<file path="config.mk">
export PLATFORM = sky130hd
export DESIGN_NAME = latch_dump_sequencer_flat
export DESIGN_NICKNAME = d
export VERILOG_FILES = /design/src/rtl/dbg_pkg.sv /design/src/rtl/latch_dump_sequencer_if.sv /design/src/rtl/byte_mux_snapshot.sv /design/src/rtl/latch_dump_sequencer.sv /design/src/flat_wrapper.sv
export SDC_FILE = /design/constraint.sdc
export NUM_CORES = 1
export LEC_CHECK = 0
export ABC_AREA = 1
export CORE_ASPECT_RATIO = 1.2
export CORE_MARGIN = 2
export CORE_UTILIZATION = 40
export CTS_CLUSTER_SIZE = 28
export DETAILED_ROUTE_END_ITERATION = 16
export GPL_TIMING_DRIVEN = 0
export HOLD_SLACK_MARGIN = 0.06
export PLACE_DENSITY = 0.78
export SETUP_SLACK_MARGIN = 0.05
export SYNTH_ARGS = -nofsm -noshare
export SYNTH_HDL_FRONTEND = slang
export SYNTH_SLANG_ARGS = --single-unit
</file>
<file path="constraint.sdc">
create_clock -name i_clk -period 4.5 [get_ports i_clk]
set_input_delay 0.45 -clock i_clk [delete_from_list [all_inputs] [get_ports i_clk]]
set_output_delay 0.45 -clock i_clk [all_outputs]
set_load 0.1 [all_outputs]
</file>
<file path="src/rtl/dbg_pkg.sv">
// Shared debug-unit constants: latch selects, ready marker, dump FSM encoding.
// DUMP_CHECKSUM_EN adds the checksum states to the encoding.
package dbg_pkg;

    localparam logic [1:0] SEL_IF_ID  = 2'd0;
    localparam logic [1:0] SEL_ID_EX  = 2'd1;
    localparam logic [1:0] SEL_EX_MEM = 2'd2;
    localparam logic [1:0] SEL_MEM_WB = 2'd3;

    localparam logic [7:0] READY_CHAR = 8'h52;

    localparam logic [2:0] S_IDLE      = 3'd0;
    localparam logic [2:0] S_SEND      = 3'd1;
    localparam logic [2:0] S_WAIT      = 3'd2;
    localparam logic [2:0] S_MARK      = 3'd3;
    localparam logic [2:0] S_MARK_WAIT = 3'd4;
`ifdef DUMP_CHECKSUM_EN
    localparam logic [2:0] S_CSUM      = 3'd5;
    localparam logic [2:0] S_CSUM_WAIT = 3'd6;
`endif

    typedef enum logic [2:0] {
        ST_IDLE      = S_IDLE,
        ST_SEND      = S_SEND,
        ST_WAIT      = S_WAIT,
        ST_MARK      = S_MARK,
        ST_MARK_WAIT = S_MARK_WAIT
`ifdef DUMP_CHECKSUM_EN
        ,
        ST_CSUM      = S_CSUM,
        ST_CSUM_WAIT = S_CSUM_WAIT
`endif
    } dump_state_t;

    function automatic int nbytes(input int w);
        return (w + 7) / 8;
    endfunction

endpackage

</file>
<file path="src/rtl/latch_dump_sequencer_if.sv">
// Command-decoder and uart_tx handshake of the latch dump sequencer.
interface latch_dump_sequencer_if;
    logic       i_req;
    logic [1:0] i_sel;
    logic       i_tx_done;
    logic [7:0] o_tx_data;
    logic       o_tx_start;
    logic       o_busy;
    logic       o_done;

    modport master (
        output i_req, i_sel, i_tx_done,
        input  o_tx_data, o_tx_start, o_busy, o_done
    );

    modport slave (
        input  i_req, i_sel, i_tx_done,
        output o_tx_data, o_tx_start, o_busy, o_done
    );
endinterface

</file>
<file path="src/rtl/byte_mux_snapshot.sv">
// Captures the selected pipeline latch zero-extended to whole bytes and
// returns the byte addressed by i_idx (LSB byte at index 0).
module byte_mux_snapshot
    import dbg_pkg::*;
#(
    parameter int IF_ID_SIZE  = 64,
    parameter int ID_EX_SIZE  = 129,
    parameter int EX_MEM_SIZE = 78,
    parameter int MEM_WB_SIZE = 72
) (
    input  logic                   i_clk,
    input  logic                   i_rst,
    input  logic                   i_capture,
    input  logic [1:0]             i_sel,
    input  logic [IF_ID_SIZE-1:0]  i_if_id,
    input  logic [ID_EX_SIZE-1:0]  i_id_ex,
    input  logic [EX_MEM_SIZE-1:0] i_ex_mem,
    input  logic [MEM_WB_SIZE-1:0] i_mem_wb,
    input  logic [4:0]             i_idx,
    output logic [7:0]             o_byte
);
    localparam int MAX_A  = (IF_ID_SIZE > ID_EX_SIZE) ? IF_ID_SIZE : ID_EX_SIZE;
    localparam int MAX_B  = (EX_MEM_SIZE > MEM_WB_SIZE) ? EX_MEM_SIZE : MEM_WB_SIZE;
    localparam int MAX_W  = (MAX_A > MAX_B) ? MAX_A : MAX_B;
    localparam int SNAP_W = 8 * nbytes(MAX_W);

    logic [SNAP_W-1:0] snap;

    always_ff @(posedge i_clk or posedge i_rst) begin
        if (i_rst) begin
            snap <= '0;
        end else if (i_capture) begin
            case (i_sel)
                SEL_IF_ID:  snap <= SNAP_W'(i_if_id);
                SEL_ID_EX:  snap <= SNAP_W'(i_id_ex);
                SEL_EX_MEM: snap <= SNAP_W'(i_ex_mem);
                default:    snap <= SNAP_W'(i_mem_wb);
            endcase
        end
    end

    // Indices past the snapshot shift in zeros rather than wrapping.
    assign o_byte = 8'(snap >> {i_idx, 3'b000});

endmodule

</file>
<file path="src/rtl/latch_dump_sequencer.sv">
// Serializes one snapshotted pipeline latch to uart_tx, LSB byte first,
// followed by the ready marker. DUMP_CHECKSUM_EN inserts an XOR checksum byte.
//
// state     | meaning
// IDLE      | waiting for a dump request
// SEND      | load data byte idx, pulse tx start
// WAIT      | hold byte until uart reports done
// CSUM      | load XOR checksum, pulse tx start (checksum build only)
// CSUM_WAIT | hold checksum until done (checksum build only)
// MARK      | load ready marker, pulse tx start
// MARK_WAIT | hold marker until done, then signal completion
module latch_dump_sequencer #(
    parameter int         IF_ID_SIZE  = 64,
    parameter int         ID_EX_SIZE  = 129,
    parameter int         EX_MEM_SIZE = 78,
    parameter int         MEM_WB_SIZE = 72,
    parameter logic [7:0] READY_CHAR  = dbg_pkg::READY_CHAR
) (
    input  logic                   i_clk,
    input  logic                   i_rst,
    input  logic [IF_ID_SIZE-1:0]  i_if_id,
    input  logic [ID_EX_SIZE-1:0]  i_id_ex,
    input  logic [EX_MEM_SIZE-1:0] i_ex_mem,
    input  logic [MEM_WB_SIZE-1:0] i_mem_wb,
    latch_dump_sequencer_if.slave  dbg
);
    import dbg_pkg::*;

    localparam logic [4:0] LEN_IF_ID  = 5'(nbytes(IF_ID_SIZE));
    localparam logic [4:0] LEN_ID_EX  = 5'(nbytes(ID_EX_SIZE));
    localparam logic [4:0] LEN_EX_MEM = 5'(nbytes(EX_MEM_SIZE));
    localparam logic [4:0] LEN_MEM_WB = 5'(nbytes(MEM_WB_SIZE));

    dump_state_t state, state_nxt;
    logic [4:0]  idx, idx_nxt, len, len_nxt;
    logic        busy_q, busy_nxt, done_q, done_nxt, start_q, start_nxt, capture;
    logic [7:0]  data_q, data_nxt, snap_byte;
`ifdef DUMP_CHECKSUM_EN
    logic [7:0]  csum_q, csum_nxt;
`endif

    byte_mux_snapshot #(
        .IF_ID_SIZE (IF_ID_SIZE),
        .ID_EX_SIZE (ID_EX_SIZE),
        .EX_MEM_SIZE(EX_MEM_SIZE),
        .MEM_WB_SIZE(MEM_WB_SIZE)
    ) u_snap (
        .i_clk    (i_clk),
        .i_rst    (i_rst),
        .i_capture(capture),
        .i_sel    (dbg.i_sel),
        .i_if_id  (i_if_id),
        .i_id_ex  (i_id_ex),
        .i_ex_mem (i_ex_mem),
        .i_mem_wb (i_mem_wb),
        .i_idx    (idx),
        .o_byte   (snap_byte)
    );

    always_ff @(posedge i_clk or posedge i_rst) begin
        if (i_rst) state <= ST_IDLE;
        else       state <= state_nxt;
    end

    always_comb begin
        state_nxt = state;
        idx_nxt   = idx;
        len_nxt   = len;
        busy_nxt  = busy_q;
        done_nxt  = 1'b0;
        start_nxt = 1'b0;
        data_nxt  = data_q;
        capture   = 1'b0;
`ifdef DUMP_CHECKSUM_EN
        csum_nxt  = csum_q;
`endif
        case (state)
            ST_IDLE: begin
                // done_q still high means the marker just finished; that cycle's request is dropped
                if (dbg.i_req && !done_q) begin
                    capture  = 1'b1;
                    idx_nxt  = 5'd0;
                    busy_nxt = 1'b1;
                    case (dbg.i_sel)
                        SEL_IF_ID:  len_nxt = LEN_IF_ID;
                        SEL_ID_EX:  len_nxt = LEN_ID_EX;
                        SEL_EX_MEM: len_nxt = LEN_EX_MEM;
                        default:    len_nxt = LEN_MEM_WB;
                    endcase
`ifdef DUMP_CHECKSUM_EN
                    csum_nxt = 8'h00;
`endif
                    state_nxt = ST_SEND;
                end
            end
            ST_SEND: begin
                data_nxt  = snap_byte;
                start_nxt = 1'b1;
`ifdef DUMP_CHECKSUM_EN
                csum_nxt  = csum_q ^ snap_byte;
`endif
                state_nxt = ST_WAIT;
            end
            ST_WAIT: begin
                if (dbg.i_tx_done) begin
                    if (idx == len - 5'd1) begin
`ifdef DUMP_CHECKSUM_EN
                        state_nxt = ST_CSUM;
`else
                        state_nxt = ST_MARK;
`endif
                    end else begin
                        idx_nxt   = idx + 5'd1;
                        state_nxt = ST_SEND;
                    end
                end
            end
`ifdef DUMP_CHECKSUM_EN
            ST_CSUM: begin
                data_nxt  = csum_q;
                start_nxt = 1'b1;
                state_nxt = ST_CSUM_WAIT;
            end
            ST_CSUM_WAIT: begin
                if (dbg.i_tx_done) state_nxt = ST_MARK;
            end
`endif
            ST_MARK: begin
                data_nxt  = READY_CHAR;
                start_nxt = 1'b1;
                state_nxt = ST_MARK_WAIT;
            end
            ST_MARK_WAIT: begin
                if (dbg.i_tx_done) begin
                    done_nxt  = 1'b1;
                    busy_nxt  = 1'b0;
                    state_nxt = ST_IDLE;
                end
            end
            default: state_nxt = ST_IDLE;
        endcase
    end

    // Registered outputs give the 2-cycle request latency and one idle cycle after tx done.
    always_ff @(posedge i_clk or posedge i_rst) begin
        if (i_rst) begin
            idx     <= 5'd0;
            len     <= 5'd0;
            busy_q  <= 1'b0;
            done_q  <= 1'b0;
            start_q <= 1'b0;
            data_q  <= 8'h00;
`ifdef DUMP_CHECKSUM_EN
            csum_q  <= 8'h00;
`endif
        end else begin
            idx     <= idx_nxt;
            len     <= len_nxt;
            busy_q  <= busy_nxt;
            done_q  <= done_nxt;
            start_q <= start_nxt;
            data_q  <= data_nxt;
`ifdef DUMP_CHECKSUM_EN
            csum_q  <= csum_nxt;
`endif
        end
    end

    assign dbg.o_tx_data  = data_q;
    assign dbg.o_tx_start = start_q;
    assign dbg.o_busy     = busy_q;
    assign dbg.o_done     = done_q;

endmodule

</file>
<file path="src/flat_wrapper.sv">
// flat-port wrapper written by rule: the top's interface ports become plain ports
module latch_dump_sequencer_flat import dbg_pkg::*;
#(
    parameter int         IF_ID_SIZE  = 64,
    parameter int         ID_EX_SIZE  = 129,
    parameter int         EX_MEM_SIZE = 78,
    parameter int         MEM_WB_SIZE = 72,
    parameter logic [7:0] READY_CHAR  = dbg_pkg::READY_CHAR
)
  (i_clk, i_rst, i_if_id, i_id_ex, i_ex_mem, i_mem_wb, dbg_i_req, dbg_i_sel, dbg_i_tx_done, dbg_o_tx_data, dbg_o_tx_start, dbg_o_busy, dbg_o_done);
  latch_dump_sequencer_if dbg_i ();
  input  logic i_clk;
  input  logic i_rst;
  input  logic [IF_ID_SIZE-1:0] i_if_id;
  input  logic [ID_EX_SIZE-1:0] i_id_ex;
  input  logic [EX_MEM_SIZE-1:0] i_ex_mem;
  input  logic [MEM_WB_SIZE-1:0] i_mem_wb;
  input wire logic [$bits(dbg_i.i_req)-1:0] dbg_i_req;
  input wire logic [$bits(dbg_i.i_sel)-1:0] dbg_i_sel;
  input wire logic [$bits(dbg_i.i_tx_done)-1:0] dbg_i_tx_done;
  output wire logic [$bits(dbg_i.o_tx_data)-1:0] dbg_o_tx_data;
  output wire logic [$bits(dbg_i.o_tx_start)-1:0] dbg_o_tx_start;
  output wire logic [$bits(dbg_i.o_busy)-1:0] dbg_o_busy;
  output wire logic [$bits(dbg_i.o_done)-1:0] dbg_o_done;
  assign dbg_i.i_req = dbg_i_req;
  assign dbg_i.i_sel = dbg_i_sel;
  assign dbg_i.i_tx_done = dbg_i_tx_done;
  assign dbg_o_tx_data = dbg_i.o_tx_data;
  assign dbg_o_tx_start = dbg_i.o_tx_start;
  assign dbg_o_busy = dbg_i.o_busy;
  assign dbg_o_done = dbg_i.o_done;
  latch_dump_sequencer #(.IF_ID_SIZE(IF_ID_SIZE), .ID_EX_SIZE(ID_EX_SIZE), .EX_MEM_SIZE(EX_MEM_SIZE), .MEM_WB_SIZE(MEM_WB_SIZE), .READY_CHAR(READY_CHAR)) u_core (.i_clk(i_clk), .i_rst(i_rst), .i_if_id(i_if_id), .i_id_ex(i_id_ex), .i_ex_mem(i_ex_mem), .i_mem_wb(i_mem_wb), .dbg(dbg_i));
endmodule
</file>
# Word-level counts from Yosys, hierarchy flattened
# Cells that the tools add are included.
# totals
regBits	160
input_bits	349
output_inout_bits	11
elab_cells	54
# op_classes
addsub	2
n_eq_ne	11
shifts	1
muxes	20
n_reduce_logical	12
# ops
cell	n
129-bit case mux with 3 select lines	1
136-bit by 8-bit right shift with 8-bit output	1
8-bit case mux with 2 select lines	1
5-bit two-way mux	3
3-bit case mux with 5 select lines	1
5-bit case mux with 3 select lines	1
5-bit case mux with 2 select lines	1
3-bit two-way mux	3
1-bit two-way mux	7
3-bit by 2-bit equality test with 1-bit output (second input constant)	2
2-bit inequality test (second input constant)	3
3-bit AND reduction	2
2-bit nonzero test	3
5-bit by 1-bit adder with 5-bit output (second input constant)	1
5-bit equality test	1
5-bit by 1-bit subtractor with 5-bit output (second input constant)	1
4-bit AND reduction	1
3-bit by 1-bit equality test with 1-bit output (second input constant)	1
3-bit equality test (second input constant)	1
3-bit zero test	1
2-bit by 1-bit equality test with 1-bit output (second input constant)	1
2-bit equality test (second input constant)	1
2-bit zero test	1
2-bit two-way mux	1
6 further kinds	6

# Logic depth before layout (Yosys ltp)
# logic_depth
depth_word	5
depth_mapped	11

# By module
# A second synthesis with hierarchy kept.
# hier_totals
cells_unflattened	1313
hier_area_um2	9009.9
# modules_own_cells
module	instances	cells_each	area_each_um2
byte_mux_snapshot	1	1181	7837.5
latch_dump_sequencer	1	132	1172.4

# Worst setup path after synthesis
# No wires, ideal clock.
# synth_path
kind	register to register
from	register u_core.done_q, in the netlist u_core.dbg.o_done
to	register u_core.u_snap.snap[112]
setup_time_ps	121
arrival_time_ps	1738
required_time_ps	4379
setup_slack_ps	2641
stages_incl_launch_ff	8
synth_period_minus_slack_ps	1859
cell_sequence	dfrtp_1 nor2_1 nand3_4 inv_4 nand2_2 inv_2 buf_4 a22o_1
# synth_between
elab_chain_cells	4
# synth_lines
item	line	source
start: declaration	latch_dump_sequencer.sv:36	logic busy_q, busy_nxt, done_q, done_nxt, start_q, start_nxt, capture;
start signal: assignment	latch_dump_sequencer.sv:160	done_q <= done_nxt;
1-bit zero test	latch_dump_sequencer.sv:80	if (dbg.i_req && !done_q) begin
1-bit logical AND	latch_dump_sequencer.sv:80	
1-bit two-way mux	latch_dump_sequencer.sv:80	
1-bit two-way mux	latch_dump_sequencer.sv:77	case (state)
end signal: assignment	byte_mux_snapshot.sv:35	SEL_ID_EX: snap <= SNAP_W'(i_id_ex);
end signal: assignment	byte_mux_snapshot.sv:36	SEL_EX_MEM: snap <= SNAP_W'(i_ex_mem);
end signal: assignment	byte_mux_snapshot.sv:37	default: snap <= SNAP_W'(i_mem_wb);
end: declaration	byte_mux_snapshot.sv:27	logic [SNAP_W-1:0] snap;
# Every way passes these cells.
# A chain may end at the register's enable or synchronous reset.

# Worst setup path after layout
# layout_path
from	register u_core.data_q[4], in the netlist u_core.dbg.o_tx_data[4]
to	output port dbg_o_tx_data[4]
# layout_rtl
item	line	source
start: declaration	latch_dump_sequencer.sv:37	logic [7:0] data_q, data_nxt, snap_byte;
start signal: assignment	latch_dump_sequencer.sv:162	data_q <= data_nxt;
end: declaration	flat_wrapper.sv:21	output wire logic [$bits(dbg_i.o_tx_data)-1:0] dbg_o_tx_data;
# No word-level cell between the ends.

==> results.sh <==
export IMPL_netlist_instances=1176
export IMPL_yosysWarnings=0
export IMPL_cp_cell_sequence="clkdlybuf4s50_1"
export IMPL_placement_rows=60
export IMPL_grt_max_degree=43
export IMPL_wl_per_cell_microns=20.1
export IMPL_die_area_sq_um=23800
export IMPL_ys_seq_elements=152
export IMPL_postCtsSetupBuffers=0
export IMPL_leakage_nw=5.86
export IMPL_ant_nets=0
export IMPL_startpoint_type="register"
export IMPL_syn_avg_cell_area_sq_um=7.69
export IMPL_ys_seq_area_share_pct=42.1
export IMPL_post_dp_hpwl_microns=29300
export IMPL_clk_latency_ns=0.44
export IMPL_maxCapViolations=0
export IMPL_syn_num_nets=1528
export IMPL_power_density_nw_per_um2=518
export IMPL_drive_gt1_share_pct=10.9
export IMPL_synthXorXnorAreaFrac_pct=0.775
export IMPL_drt_initial_drc_count=723
export IMPL_cpPeakStageDelay_ns=1.18
export IMPL_areaGrowthSynthToFinish_pct=50.9
export IMPL_synth_mux_area_share_pct=0
export IMPL_grt_pass1_vias=10300
export IMPL_cpLargestDelayFamily="buffers and inverters"
export IMPL_vias=9907
export IMPL_final_net_count=1909
export IMPL_antenna_cells=0
export IMPL_worst_slew_pin_slew_ns=1.05
export IMPL_max_freq_mhz=414
export IMPL_finalMaxSlewViolations=0
export IMPL_start_util_pct=40.5
export IMPL_finalHoldViolCount=0
export IMPL_cp_max_fo=2
export IMPL_crit_path_end_kind="output port"
export IMPL_root_buffer="clkbuf_16"
export IMPL_fillers=2012
export IMPL_grt_pass1_wl_microns=55800
export IMPL_skew_ns=0.0107
export IMPL_crit_cells=1
export IMPL_synth_compound_area_share_pct=21.7
export IMPL_routabilityCongestion=0.927
export IMPL_clkSlewWorstSetupHoldPaths_ns=0.07
export IMPL_synth_top_family_by_area="simple AND/OR/NAND/NOR gates"
export IMPL_synthDistinctLibCells=40
export IMPL_slowest_stage="clkdlybuf4s50_1"
export IMPL_wl_microns=37200
export IMPL_fin_crit_ns=2.42
export IMPL_synth_flop_cell="dfrtp_1"
export IMPL_clock_path_buffers=2
export IMPL_maxSlewHeadroom_pct=30.0
export IMPL_run_status="finished, final reports clean"
export IMPL_synth_simple_gate_area_share_pct=25.8
export IMPL_grt_usage_pct=31.2
export IMPL_cts_tree="done"
export IMPL_cts_htree_levels=4
export IMPL_die_h_microns=169
export IMPL_io_pins=360
export IMPL_routed_via_density=5.36
export IMPL_required_ns=4.05
export IMPL_cts_sinks=152
export IMPL_cts_hold_buffers=0
export IMPL_synth_area_leaders="dfrtp_1, nand2_1, a41oi_2, o21ai_0, inv_1"
export IMPL_hold_class="register to register"
export IMPL_die_width_microns=141
export IMPL_drc=0
export IMPL_async_flop_share_pct=100
export IMPL_tns_ns=0
export IMPL_setup_violations=0
export IMPL_cts_buffers=17
export IMPL_synth_edf_count=0
export IMPL_r2r_cells=9
export IMPL_io_buffers=359
export IMPL_dr_pass1_iters=5
export IMPL_power_mw=7.07
export IMPL_multi_input_area_sq_um=4400
export IMPL_core_area_sq_um=22300
export IMPL_cts_resized=0
export IMPL_synth_area_sq_um=9040
export IMPL_crit_type="register to output port"
export IMPL_ir_drop_uv=309
export IMPL_antenna_found_initial=1
export IMPL_path_buf_inv=1
export IMPL_synth_top_area_cell="dfrtp_1"
export IMPL_hold_depth=2
export IMPL_ff_latch_area_sq_um=3800
export IMPL_rsz0062_at_grt="no"
export IMPL_arrival_ns=1.97
export IMPL_synthAdderAreaFrac_pct=0.415
export IMPL_yosysTopAreaCellShare_pct=42.1
export IMPL_grt_overflow_total=0
export IMPL_fin_crit_sh_pct=53.7
[worst register-to-register path: stages, from the launching register on]
cell and delay [ns]:
dfrtp_1 0.41, buf_4 0.19, buf_6 0.16, buf_2 0.23, nor2_1 0.25, o22ai_1 0.12
a21oi_1 0.24, nand2_1 0.08, nand2_1 0.09, nand2_1 0.05
[power breakdown]
part / switching [mW] / internal, mW / total, mW
combinational: 2.01 / 1.25 / 3.27
sequential: 0.343 / 2.00 / 2.34
clock: 0.608 / 0.852 / 1.46
total: 2.97 / 4.11 / 7.07
[final cells by class]
type                            count  area share [%]
Tap cell                          279            2.56
Clock inverter                     12            1.05
Multi-Input combinational cell    852            32.2
Clock buffer                       19            3.32
Inverter                           93            2.60
Sequential cell                   152            27.9
Timing Repair Buffer              362            26.8
Buffer                             79            3.60
[layer usage]
metal / global-route usage [%] / part of all wire [%]
met4: 16.2 / 5.1
met2: 54.8 / 50
met5: 0 / 0.035
met3: 7.58 / 8.3
met1: 34.9 / 36
[metrics by stage]
step | worst slack, ns | cells | hold WS (ns) | utilization (%) | cell area, sq um
finish | 2.08 | 1848 | 0.481 | 61.2 | 13600
floorplan | 2.13 | 1176 | 0.444 | - | 9040
global route | 2.04 | 1848 | 0.500 | 61.2 | 13600
global placement | 0.802 | 1814 | 0.456 | 58.2 | 13000
detailed placement | 1.93 | 1817 | 0.464 | 58.5 | 13000
CTS | 2.07 | 1848 | 0.482 | 61.2 | 13600
[flip-flops by register name, indices dropped and copies added (netlist names)]
signal,cells
u_core.u_snap.snap,129
u_core.idx,5
u_core.dbg.o_done,1
u_core.dbg.o_tx_start,1
u_core.len,4
u_core.state,3
u_core.dbg.o_tx_data,8
u_core.dbg.o_busy,1
[cell families (layout without fill, tap and decap cells)]
family	Yosys count	count (layout)
simple gates	575	575
compound gates	266	266
buf+inv	172	565
flops	152	152
xor+xnor	8	8
fa+ha+maj	3	3
[cells in the final DEF (no fill, tap or decap), types with 7 or more instances in the layout]
| cell type | count |
|---|---|
| inv_2 | 7 |
| dfrtp_1 | 152 |
| clkbuf_16 | 17 |
| o21ai_0 | 76 |
| nand2_1 | 425 |
| buf_6 | 15 |
| buf_2 | 41 |
| clkbuf_1 | 14 |
| a41oi_2 | 25 |
| a22o_1 | 11 |
| o21ai_1 | 18 |
| a41oi_1 | 23 |
| inv_1 | 84 |
| a21oi_2 | 19 |
| nor2_1 | 71 |
| nand3_1 | 56 |
| o211ai_1 | 15 |
| a221oi_1 | 21 |
| clkdlybuf4s50_1 | 359 |
| a21oi_1 | 44 |
| buf_4 | 8 |
[synthesized netlist by cell type (2+ instances only)]
master     instances
a21oi_1           44
a21oi_2           19
a221oi_1          21
a22o_1            11
a22oi_1            5
a41oi_1           23
a41oi_2           25
buf_2             41
buf_4              8
buf_6             15
clkbuf_1          14
dfrtp_1          152
ha_1               3
inv_1             85
inv_2              7
nand2_1          425
nand2_2            2
nand3_1           56
nor2_1            71
nor2_2             5
nor2_4             4
o2111ai_1          2
o211ai_1          15
o21ai_0           76
o21ai_1           18
o22ai_1            5
or2_2              5
xnor2_1            4
xor2_1             4
[path summary, 6_finish.rpt]
check                                        start                      end  slack (ns)
max reg2reg                          u_core.idx[0]  u_core.dbg.o_tx_data[2]        2.59
min in group asynchronous                    i_rst   u_core.u_snap.snap[36]        0.53
max in group asynchronous                    i_rst   u_core.u_snap.snap[37]        2.99
min                        u_core.u_snap.snap[101]  u_core.u_snap.snap[101]        0.48
max                        u_core.dbg.o_tx_data[4]         dbg_o_tx_data[4]        2.08
min reg2reg                u_core.u_snap.snap[101]  u_core.u_snap.snap[101]        0.48
No activity file was read; power rests on OpenSTA's default activity.
